==> src/rtl/stopwatch_ctrl_if.sv <==
// -----------------------------------------------------------------------------
// stopwatch_ctrl_if
// Bundles the stopwatch sequencer's button pulses and its control outputs.
//   i_run_stop : debounced single-cycle pulse, toggles run/stop
//   i_clear    : debounced single-cycle pulse, requests a counter clear
//   i_lap      : debounced single-cycle pulse, lap freeze/release
//   o_run      : 1 while running
//   o_tick     : single-cycle timebase pulse to the time counter
//   o_clear    : single-cycle synchronous clear to the time counter
//   o_lap      : level, 1 = display holds its latched value
//   o_state    : encoded state (00 STOP, 01 RUN, 10 CLEAR)
// master drives the buttons and observes the outputs; slave is the sequencer.
// -----------------------------------------------------------------------------
interface stopwatch_ctrl_if;
    logic       i_run_stop;
    logic       i_clear;
    logic       i_lap;
    logic       o_run;
    logic       o_tick;
    logic       o_clear;
    logic       o_lap;
    logic [1:0] o_state;

    modport master (
        output i_run_stop, i_clear, i_lap,
        input  o_run, o_tick, o_clear, o_lap, o_state
    );

    modport slave (
        input  i_run_stop, i_clear, i_lap,
        output o_run, o_tick, o_clear, o_lap, o_state
    );
endinterface

==> src/rtl/stopwatch_ctrl.sv <==
// -----------------------------------------------------------------------------
// stopwatch_ctrl
// Run/stop/clear sequencer for the stopwatch datapath. Owns the run state,
// divides the system clock down to the gated timebase tick, and produces the
// counter clear pulse and the lap-freeze level for the display path.
// Ports:
//   clk    : system clock, rising edge
//   reset  : asynchronous, active-low reset (0 = reset)
//   io_sw  : stopwatch_ctrl_if.slave (button pulses in, control outputs out)
// Parameters:
//   CLK_HZ  : system clock frequency in Hz
//   TICK_HZ : tick rate while running; DIV = CLK_HZ/TICK_HZ must be >= 2
// Every output is a flop or a decode of the state flop, so no input reaches
// an output combinationally.
// -----------------------------------------------------------------------------
module stopwatch_ctrl #(
    parameter int CLK_HZ  = 100_000_000,
    parameter int TICK_HZ = 100
) (
    input  logic              clk,
    input  logic              reset,
    stopwatch_ctrl_if.slave   io_sw
);

    localparam int DIV   = CLK_HZ / TICK_HZ;
    // Guarded so a bad DIV reports the error below instead of a zero width.
    localparam int CNT_W = (DIV < 2) ? 1 : $clog2(DIV);
    localparam logic [CNT_W-1:0] CNT_LAST = CNT_W'(DIV - 1);
    localparam logic [CNT_W-1:0] CNT_ZERO = CNT_W'(0);
    localparam logic [CNT_W-1:0] CNT_ONE  = CNT_W'(1);

    generate
        if (DIV < 2) begin : g_div_check
            $error("stopwatch_ctrl: CLK_HZ/TICK_HZ must be at least 2");
        end
    endgenerate

    typedef enum logic [1:0] {
        ST_STOP  = 2'b00,
        ST_RUN   = 2'b01,
        ST_CLEAR = 2'b10
    } state_t;

    state_t           r_state;
    state_t           w_state_nxt;
    logic [CNT_W-1:0] r_cnt;
    logic [CNT_W-1:0] w_cnt_nxt;
    logic             r_tick;
    logic             w_tick_nxt;
    logic             r_lap;
    logic             w_lap_nxt;

    // State register.
    always_ff @(posedge clk or negedge reset) begin
        if (!reset) begin
            r_state <= ST_STOP;
        end else begin
            r_state <= w_state_nxt;
        end
    end

    // Prescaler, tick and lap registers.
    always_ff @(posedge clk or negedge reset) begin
        if (!reset) begin
            r_cnt  <= CNT_ZERO;
            r_tick <= 1'b0;
            r_lap  <= 1'b0;
        end else begin
            r_cnt  <= w_cnt_nxt;
            r_tick <= w_tick_nxt;
            r_lap  <= w_lap_nxt;
        end
    end

    // Next-state, prescaler and lap decisions, all taken from the pre-edge state.
    always_comb begin
        w_state_nxt = r_state;
        w_cnt_nxt   = r_cnt;
        w_tick_nxt  = 1'b0;
        w_lap_nxt   = r_lap;
        case (r_state)
            ST_STOP: begin
                // cnt is held so the sub-tick fraction survives a stop/start.
                if (io_sw.i_clear) begin
                    w_state_nxt = ST_CLEAR;
                end else if (io_sw.i_run_stop) begin
                    w_state_nxt = ST_RUN;
                end else if (io_sw.i_lap && r_lap) begin
                    // Lap can only be released while stopped, never engaged.
                    w_lap_nxt = 1'b0;
                end else begin
                    w_state_nxt = ST_STOP;
                end
            end
            ST_RUN: begin
                // Stop and lap act independently; clear is ignored while running.
                if (io_sw.i_run_stop) begin
                    w_state_nxt = ST_STOP;
                end else begin
                    w_state_nxt = ST_RUN;
                end
                if (io_sw.i_lap) begin
                    w_lap_nxt = ~r_lap;
                end else begin
                    w_lap_nxt = r_lap;
                end
                // A tick due on the stopping edge still fires.
                if (r_cnt == CNT_LAST) begin
                    w_cnt_nxt  = CNT_ZERO;
                    w_tick_nxt = 1'b1;
                end else begin
                    w_cnt_nxt  = r_cnt + CNT_ONE;
                    w_tick_nxt = 1'b0;
                end
            end
            ST_CLEAR: begin
                w_state_nxt = ST_STOP;
                w_cnt_nxt   = CNT_ZERO;
                w_lap_nxt   = 1'b0;
            end
            default: begin
                // Unused encoding 11: recover to STOP.
                w_state_nxt = ST_STOP;
            end
        endcase
    end

    assign io_sw.o_run   = (r_state == ST_RUN);
    assign io_sw.o_clear = (r_state == ST_CLEAR);
    assign io_sw.o_state = r_state;
    assign io_sw.o_tick  = r_tick;
    assign io_sw.o_lap   = r_lap;

endmodule

==> src/flat_wrapper.sv <==
// flat-port wrapper written by rule: the top's interface ports become plain ports
module stopwatch_ctrl_flat 
#(
    parameter int CLK_HZ  = 100_000_000,
    parameter int TICK_HZ = 100
)
  (clk, reset, io_sw_i_run_stop, io_sw_i_clear, io_sw_i_lap, io_sw_o_run, io_sw_o_tick, io_sw_o_clear, io_sw_o_lap, io_sw_o_state);
  stopwatch_ctrl_if io_sw_i ();
  input  logic clk;
  input  logic reset;
  input wire logic [$bits(io_sw_i.i_run_stop)-1:0] io_sw_i_run_stop;
  input wire logic [$bits(io_sw_i.i_clear)-1:0] io_sw_i_clear;
  input wire logic [$bits(io_sw_i.i_lap)-1:0] io_sw_i_lap;
  output wire logic [$bits(io_sw_i.o_run)-1:0] io_sw_o_run;
  output wire logic [$bits(io_sw_i.o_tick)-1:0] io_sw_o_tick;
  output wire logic [$bits(io_sw_i.o_clear)-1:0] io_sw_o_clear;
  output wire logic [$bits(io_sw_i.o_lap)-1:0] io_sw_o_lap;
  output wire logic [$bits(io_sw_i.o_state)-1:0] io_sw_o_state;
  assign io_sw_i.i_run_stop = io_sw_i_run_stop;
  assign io_sw_i.i_clear = io_sw_i_clear;
  assign io_sw_i.i_lap = io_sw_i_lap;
  assign io_sw_o_run = io_sw_i.o_run;
  assign io_sw_o_tick = io_sw_i.o_tick;
  assign io_sw_o_clear = io_sw_i.o_clear;
  assign io_sw_o_lap = io_sw_i.o_lap;
  assign io_sw_o_state = io_sw_i.o_state;
  stopwatch_ctrl #(.CLK_HZ(CLK_HZ), .TICK_HZ(TICK_HZ)) u_core (.clk(clk), .reset(reset), .io_sw(io_sw_i));
endmodule
==> config.mk <==
export PLATFORM = sky130hd
export DESIGN_NAME = stopwatch_ctrl_flat
export DESIGN_NICKNAME = d
export VERILOG_FILES = /design/src/rtl/stopwatch_ctrl_if.sv /design/src/rtl/stopwatch_ctrl.sv /design/src/flat_wrapper.sv
export SDC_FILE = /design/constraint.sdc
export NUM_CORES = 1
export LEC_CHECK = 0
export ABC_AREA = 0
export BUFFER_PORTS_ARGS = -buffer_cell sky130_fd_sc_hd__buf_2
export CORE_UTILIZATION = 35
export DETAILED_ROUTE_END_ITERATION = 12
export GPL_TIMING_DRIVEN = 0
export SKIP_CTS_REPAIR_TIMING = 1
export SKIP_LAST_GASP = 1
export SLEW_MARGIN = 20
export SYNTH_ARGS = -nofsm -noshare
export SYNTH_HDL_FRONTEND = slang
export SYNTH_SLANG_ARGS = --single-unit
==> constraint.sdc <==
create_clock -name clk -period 2.1 [get_ports clk]
set_input_delay 0.315 -clock clk [delete_from_list [all_inputs] [get_ports clk]]
set_output_delay 0.315 -clock clk [all_outputs]
set_load 0.02 [all_outputs]
==> flow_summary.toml, run 1 <==
[outcome]
outcome = "finished clean"

[setup_path]
crit_required_ps = 2230
worst_r2r_path_depth = 7
worstPathMaxFanout = 10
end_kind = "flop"
path_class = "reg2reg"
crit_arrival_ps = 2080
start_kind = "flop"

[yosys]
netlist_top_cells_area = "dfrtp_1 (38%), nand2_1 (4.1%), ha_1 (4.0%)"
yosys.area.top_type_share_pct = 38.3
syn-mean-instance-area_sq_um = 8.91
seq_area_frac_synth_pct = 38.3
synth_warnings = 0
ys_types = 46
synthArstFlopShare_pct = 100
ys_ff_latch = 24
syn_nets = 186
synth_ff_type = "dfrtp_1"
syn_inst = 176
yosysTopAreaCell = "dfrtp_1"
synth_edf_count = 0
syn_area_sq_um = 1570

[route]
vias = 1458
postRouteAntennaNets = 0
dr.pass1.iters = 4
drt_iter0_markers = 69
drt_wl_total_microns = 4000
drc = 0
wl_per_cell_microns = 16.7
vias_per_cell = 6.08

[global_route]
grt_pass1_wl_microns = 6760
grt_overflow = 0
grt_pass1_vias = 1462
antenna_found_initial = 0
grt_max_degree = 25
grt_usage_pct = 19.7

[place]
placed_cells = 236
hpwl_microns = 2830
gp_congestion = 0.838
port_buffers = 10

[die]
die_area_sq_um = 4750
die_h_microns = 68.9
initial_core_util_pct = 37.8
rows = 23
core_area_sq_um = 4140
io_pins = 11
die_w_microns = 68.9

[timing]
finalSetupViolations = 0
fin_crit_ps = 1950
finClkSkew_ps = 6.04
max_freq_mhz = 514
drv_slew = 0
rsz0062_at_grt = "false"
relSlewSlack_pct = 63.0
period_share_pct = 92.7
finalHoldViolations = 0
worst_pin_slew_ps = 555
tns_ps = 0

[clocking]
clockBufferDepth = 2
htree_levels = 1
clk_pin_slew_ps = 90
cts_tree = "yes"
cts.sinks = 24
clock_latency_ps = 280
clock_tree.root_cell = "clkbuf_8"
numCtsBuffers = 3

[layout]
layout-drive-gt1-share_pct = 15.3
area_growth_pct = 11.0
final_cells = 240
n_antenna_cell = 0
fin_nets = 201

[power]
ir_worst_vdd_v = 0.000474
power_mw = 1.37
p_per_area_nw_per_um2 = 789
leakage_nw = 0.665

[min_path]
worstHoldPathType = "in2async"

[run]
max_cap_violations = 0
## metal layers
metal	wire, microns	track usage (%)
met4	82	10.2
met5	0	0
met2	1770	31.4
met1	1960	25.7
met3	196	2.47
## synthesized netlist by cell type, types with 3 or more instances
master and number:
dfrtp_1 24, nand2_1 17, inv_1 16, o21ai_0 11
nand4_1 8, nor2_1 8, nor3_1 8, nor4_1 6
o221ai_1 6, clkbuf_1 5, ha_1 5, o2111ai_1 5
nand2b_1 4, nand3_1 4, nor2b_1 4, o211ai_1 4
o31a_1 3, or4_1 3
## cells in the final DEF, fill, tap and decap left out, types with 5 or more instances in the layout
cell type,n
nand2_1,17
o2111ai_1,5
o221ai_1,6
nor4_1,6
buf_2,11
nor2_1,8
inv_1,16
nand4_1,8
o21ai_0,11
nor3_1,8
dfrtp_1,23
## report_power, final
group          internal (mW)  leakage (nW)  switching (mW)  total, mW
Combinational          0.147         0.319           0.273      0.420
Sequential             0.526         0.317          0.0982      0.624
Clock                  0.168        0.0288           0.162      0.330
## layout make-up
class | count | area [sq um]
buffer | 9 | 52.6
sequential | 24 | 602
timing repair buffer | 10 | 50.0
fill | 429 | 2400
clock buffer | 4 | 55.1
multi-input combinational | 127 | 858
tap | 50 | 62.6
inverter | 16 | 60.1
## logic make-up after synthesis
family / after synthesis / share of synthesized area, %
compound gates: 49 / 23.9
fa+ha+maj: 5 / 3.99
buf+inv: 25 / 7.10
flops: 24 / 38.3
mux: 1 / 0.638
simple gates: 72 / 26.0
## path summary, 6_finish.rpt
kind,from,end,slack (ps)
max,u_core.r_cnt[1],u_core.r_cnt[16],150
min,reset,u_core.r_cnt[9],10
max reg2reg,u_core.r_cnt[1],u_core.r_cnt[16],150
min reg2reg,u_core.r_cnt[0],u_core.r_cnt[0],530
max in group asynchronous,reset,u_core.r_cnt[0],1680
min in group clk,io_sw_i_clear,u_core.io_sw.o_state[1],320
## metrics by stage
step	cell area [sq um]	hold WS, ps	worst slack (ps)	utilization (%)
2_1_floorplan	1570	19.4	239	-
3_3_place_gp	1680	335	31.9	40.5
3_5_place_dp	1680	342	-19.3	40.5
4_1_cts	1740	35.7	-11.3	41.9
5_1_grt	1740	55.5	24.4	42.0
6_report	1740	12.4	154	42.0
## state kept, by name (all words and copies together) (netlist names)
name,flops
u_core.io_sw.o_tick,1
u_core.r_cnt,20
u_core.io_sw.o_state,2
u_core.io_sw.o_lap,1
## critical path: stages (launching register included)
cell and delay, ps:
dfrtp_1 420, ha_2 230, nand3_1 150, or3_4 410, buf_6 160, o21bai_4 140, buf_6 170, o221ai_1 140
Note: power is estimated with default switching activity, not from simulation.
==> run 2, diff against run 1 <==
- GPL_TIMING_DRIVEN: 0 -> unset
- PLACE_DENSITY: unset -> 0.63
==> flow_summary.toml, run 2 (synthesis results as in run 1) <==
[route]
vias_per_cell = 6.01
vias = 1442
postRouteAntennaNets = 0
dr.pass1.iters = 5
drc = 0
drt_wl_total_microns = 3750
wl_per_cell_microns = 15.6
drt_iter0_markers = 45

[power]
clock_power_share_pct = 23.7
ir_worst_vdd_v = 0.000468
power_switching_mw = 0.519
leakage_nw = 0.682
power_mw = 1.37
sw_frac_of_total_pct = 37.8
combPwrFrac_pct = 31.0
intPower_mw = 0.855
seq_power_share_pct = 45.4
p_per_area_nw_per_um2 = 785

[setup_path]
crit_arrival_ps = 2040
start_kind = "flop"
worstPathMaxFanout = 12
crit_required_ps = 2230
end_kind = "flop"
path_class = "reg2reg"

[layout]
largest_reg_flops = 20
fin_nets = 201
layout_common_cells = "dfrtp_1 (24), nand2_1 (17), inv_1 (16)"
fillCellCount = 424
final_common_cell = "dfrtp_1"
top_register = "u_core.r_cnt"
n_antenna_cell = 0
area_growth_pct = 11.7
utilization_pct = 42.3
layout-drive-gt1-share_pct = 16.3

[clocking]
clock_tree.root_cell = "clkbuf_8"
clockBufferDepth = 2
clk_pin_slew_ps = 90
cts.sinks = 24
numCtsBuffers = 3
clock_latency_ps = 280
cts_tree = "yes"
htree_levels = 1

[place]
hpwl_microns = 2690
port_buffers = 10
dpl_worst_slack_ps = 186
gp_congestion = 0.806

[timing]
finClkSkew_ps = 9.11
period_share_pct = 91.1
finalSetupViolations = 0
worst_pin_slew_ps = 561
finalHoldViolations = 0
rsz0062_at_grt = "false"
fin_crit_ps = 1910
relSlewSlack_pct = 62.6
drv_slew = 0
fin_ws_ps = 187
max_freq_mhz = 523
tns_ps = 0

[die]
die_w_microns = 68.9
initial_core_util_pct = 37.8
die_h_microns = 68.9
io_pins = 11
rows = 23
die_area_sq_um = 4750
core_area_sq_um = 4140

[global_route]
grt_pass1_wl_microns = 6730
grt_usage_pct = 19.5
grt_overflow = 0
antenna_found_initial = 0
grt_max_degree = 25
grt_pass1_vias = 1413

[min_path]
worstHoldPathType = "in2async"

[outcome]
outcome = "finished clean"

[run]
max_cap_violations = 0
-- run 2: cell types whose count changed in the layout (fill, tap and decap cells not counted) --
cell      previous run  this run
buf_4                0         9
dfrtp_2              1         0
buf_2               11        10
buf_6                2         0
clkbuf_2             2         0
clkbuf_1             4         0
dfrtp_1             23        24
ha_2                 1         0
ha_1                 4         5
-- run 2: path summary, 6_finish.rpt --
check | from | end | slack, ps | depth (start not counted)
min in group clk | io_sw_i_clear | u_core.io_sw.o_state[1] | 340 | 3
worst max-delay path | u_core.r_cnt[0] | u_core.r_cnt[13] | 190 | 5
worst min-delay path | reset | u_core.r_cnt[19] | 20 | 1
worst min register to register | u_core.r_cnt[0] | u_core.r_cnt[0] | 560 | 1
max in group asynchronous | reset | u_core.io_sw.o_tick | 1700 | 1
worst max register to register | u_core.r_cnt[0] | u_core.r_cnt[13] | 190 | 5
-- run 2: critical path, cell delays in order, from the launching register on --
cell and delay [ps]:
dfrtp_1 430, ha_1 240, nand3_1 120, or3_4 460, o21bai_4 330, o221ai_1 190
-- run 2: final cells by class --
type                            count  area (sq um)  share of cell area [%]
Inverter                           16          60.1                    3.43
Sequential cell                    24           601                    34.3
Tap cell                           50          62.6                    3.57
Clock buffer                        4          55.1                    3.14
Timing Repair Buffer               19           118                    6.71
Multi-Input combinational cell    127           856                    48.9
-- run 2: power by group through the flow --
stage / sequential, mW / clock [mW] / combinational, mW
global route: 0.637 / 0.354 / 0.482
finish: 0.624 / 0.325 / 0.425
CTS: 0.620 / 0.339 / 0.423
global placement: 0.626 / 0 / 0.418
detailed placement: 0.629 / 0 / 0.422
floorplan: 0.616 / 0 / 0.279
-- run 2: layer usage --
layer	part of all wire, %	vias to the layer above	global-route usage, %
met5	0	-	0
met4	2.8	0	11.0
met3	5.3	9	1.32
met2	44	54	29.6
met1	48	674	27.2
li1	-	705	-
-- run 2: stage by stage --
| step | hold slack, ps | cells | area, sq um |
|---|---|---|---|
| after floorplan | 19.4 | 176 | 1570 |
| after global placement | 332 | 236 | 1700 |
| after detailed placement | 332 | 236 | 1700 |
| after CTS | 27.2 | 240 | 1750 |
| after global routing | 67.0 | 240 | 1750 |
| final | 16.4 | 240 | 1750 |
==> run 3, diff against run 2 <==
- CELL_PAD_IN_SITES_DETAIL_PLACEMENT: unset -> 1
- CELL_PAD_IN_SITES_GLOBAL_PLACEMENT: unset -> 2
- PLACE_DENSITY: 0.63 -> 0.87
==> flow_summary.toml, run 3 (synthesis results as in run 1) <==
[die]
core_area_sq_um = 4140
initial_core_util_pct = 37.8
rows = 23
die_area_sq_um = 4750
die_w_microns = 68.9
io_pins = 11
die_h_microns = 68.9

[layout]
final_cells = 242
area_growth_pct = 12.8
layout-drive-gt1-share_pct = 17.7
multiInputGateArea_sq_um = 856
fin_nets = 203
design_area_sq_um = 1770
fillCellCount = 518
final_common_cell = "dfrtp_1"
largest_reg_flops = 20
n_antenna_cell = 0
utilization_pct = 42.7
top_register = "u_core.r_cnt"
layout_common_cells = "dfrtp_1 (23), nand2_1 (17), inv_1 (16)"
regArea_sq_um = 602

[power]
power_mw = 1.43
p_per_area_nw_per_um2 = 811
leakage_nw = 0.690
ir_worst_vdd_v = 0.000439

[setup_path]
end_kind = "flop"
crit_arrival_ps = 2060
worstPathMaxFanout = 12
start_kind = "flop"
path_class = "reg2reg"
crit_required_ps = 2240

[clocking]
numCtsBuffers = 3
htree_levels = 1
cts.sinks = 24
cts_tree = "yes"
clk_pin_slew_ps = 100
clockBufferDepth = 2
clock_tree.root_cell = "clkbuf_8"
clock_latency_ps = 270

[run]
max_cap_violations = 0

[place]
port_buffers = 10
hpwl_microns = 3360
dpl_worst_slack_ps = 170
postPlaceCellArea_sq_um = 1710
placed_cells = 238
gp_congestion = 0.918

[route]
postRouteAntennaNets = 0
drt_wl_total_microns = 4600
drc = 0
vias = 1496
vias_per_cell = 6.18
drt_iter0_markers = 89
wl_per_cell_microns = 19.0
dr.pass1.iters = 4

[timing]
finalSetupViolations = 0
period_share_pct = 91.6
drv_slew = 0
fin_crit_ps = 1920
relSlewSlack_pct = 61.4
finalHoldViolations = 0
finClkSkew_ps = 4.82
worst_pin_slew_ps = 579
whs_ps = 18.0
tns_ps = 0
max_freq_mhz = 520
rsz0062_at_grt = "false"
fin_ws_ps = 176

[global_route]
grt_pass1_wl_microns = 7730
grt_max_degree = 25
busiest_layer = "met2"
grt_pass1_vias = 1566
grtUsageMet1_pct = 29.5
antenna_found_initial = 0
grt.met2_usage_pct = 36.2
grt_overflow = 0
gr-usage-met3_pct = 3.13
grt_usage_pct = 21.9

[min_path]
worstHoldPathType = "in2async"

[outcome]
outcome = "finished clean"
[run 3: worst paths after layout]
path / startpoint / end / slack, ps / depth (start not counted)
max: u_core.r_cnt[1] / u_core.r_cnt[9] / 180 / 5
min reg2reg: u_core.r_cnt[0] / u_core.r_cnt[0] / 540 / 1
max reg2reg: u_core.r_cnt[1] / u_core.r_cnt[9] / 180 / 5
min in group clk: io_sw_i_clear / u_core.io_sw.o_state[1] / 350 / 3
min: reset / u_core.r_cnt[13] / 20 / 1
max in group asynchronous: reset / u_core.r_cnt[0] / 1660 / 1
[run 3: power by group]
part	total, mW	leakage [nW]	internal (mW)	switching (mW)
Clock	0.337	0.0288	0.168	0.169
Combinational	0.491	0.344	0.187	0.304
Sequential	0.606	0.317	0.526	0.0798
Total	1.43	0.690	0.881	0.553
[run 3: cell type report]
class	count	share of cell area, %
Inverter	16	3.40
Clock buffer	4	3.11
Timing Repair Buffer	21	7.50
Tap cell	50	3.54
Sequential cell	24	34.0
Multi-Input combinational cell	127	48.4
[run 3: critical path, stage by stage, from the launching register on]
cell      delay [ps]
dfrtp_1          420
ha_1             240
nand3_1          120
or3_4            480
o21bai_4         340
o311ai_0         190
[run 3: metal layers]
metal,share of wire (%),vias to the layer above
li1,-,706
met1,49,763
met2,48,21
met3,2.2,6
met4,0.78,0
met5,0,-
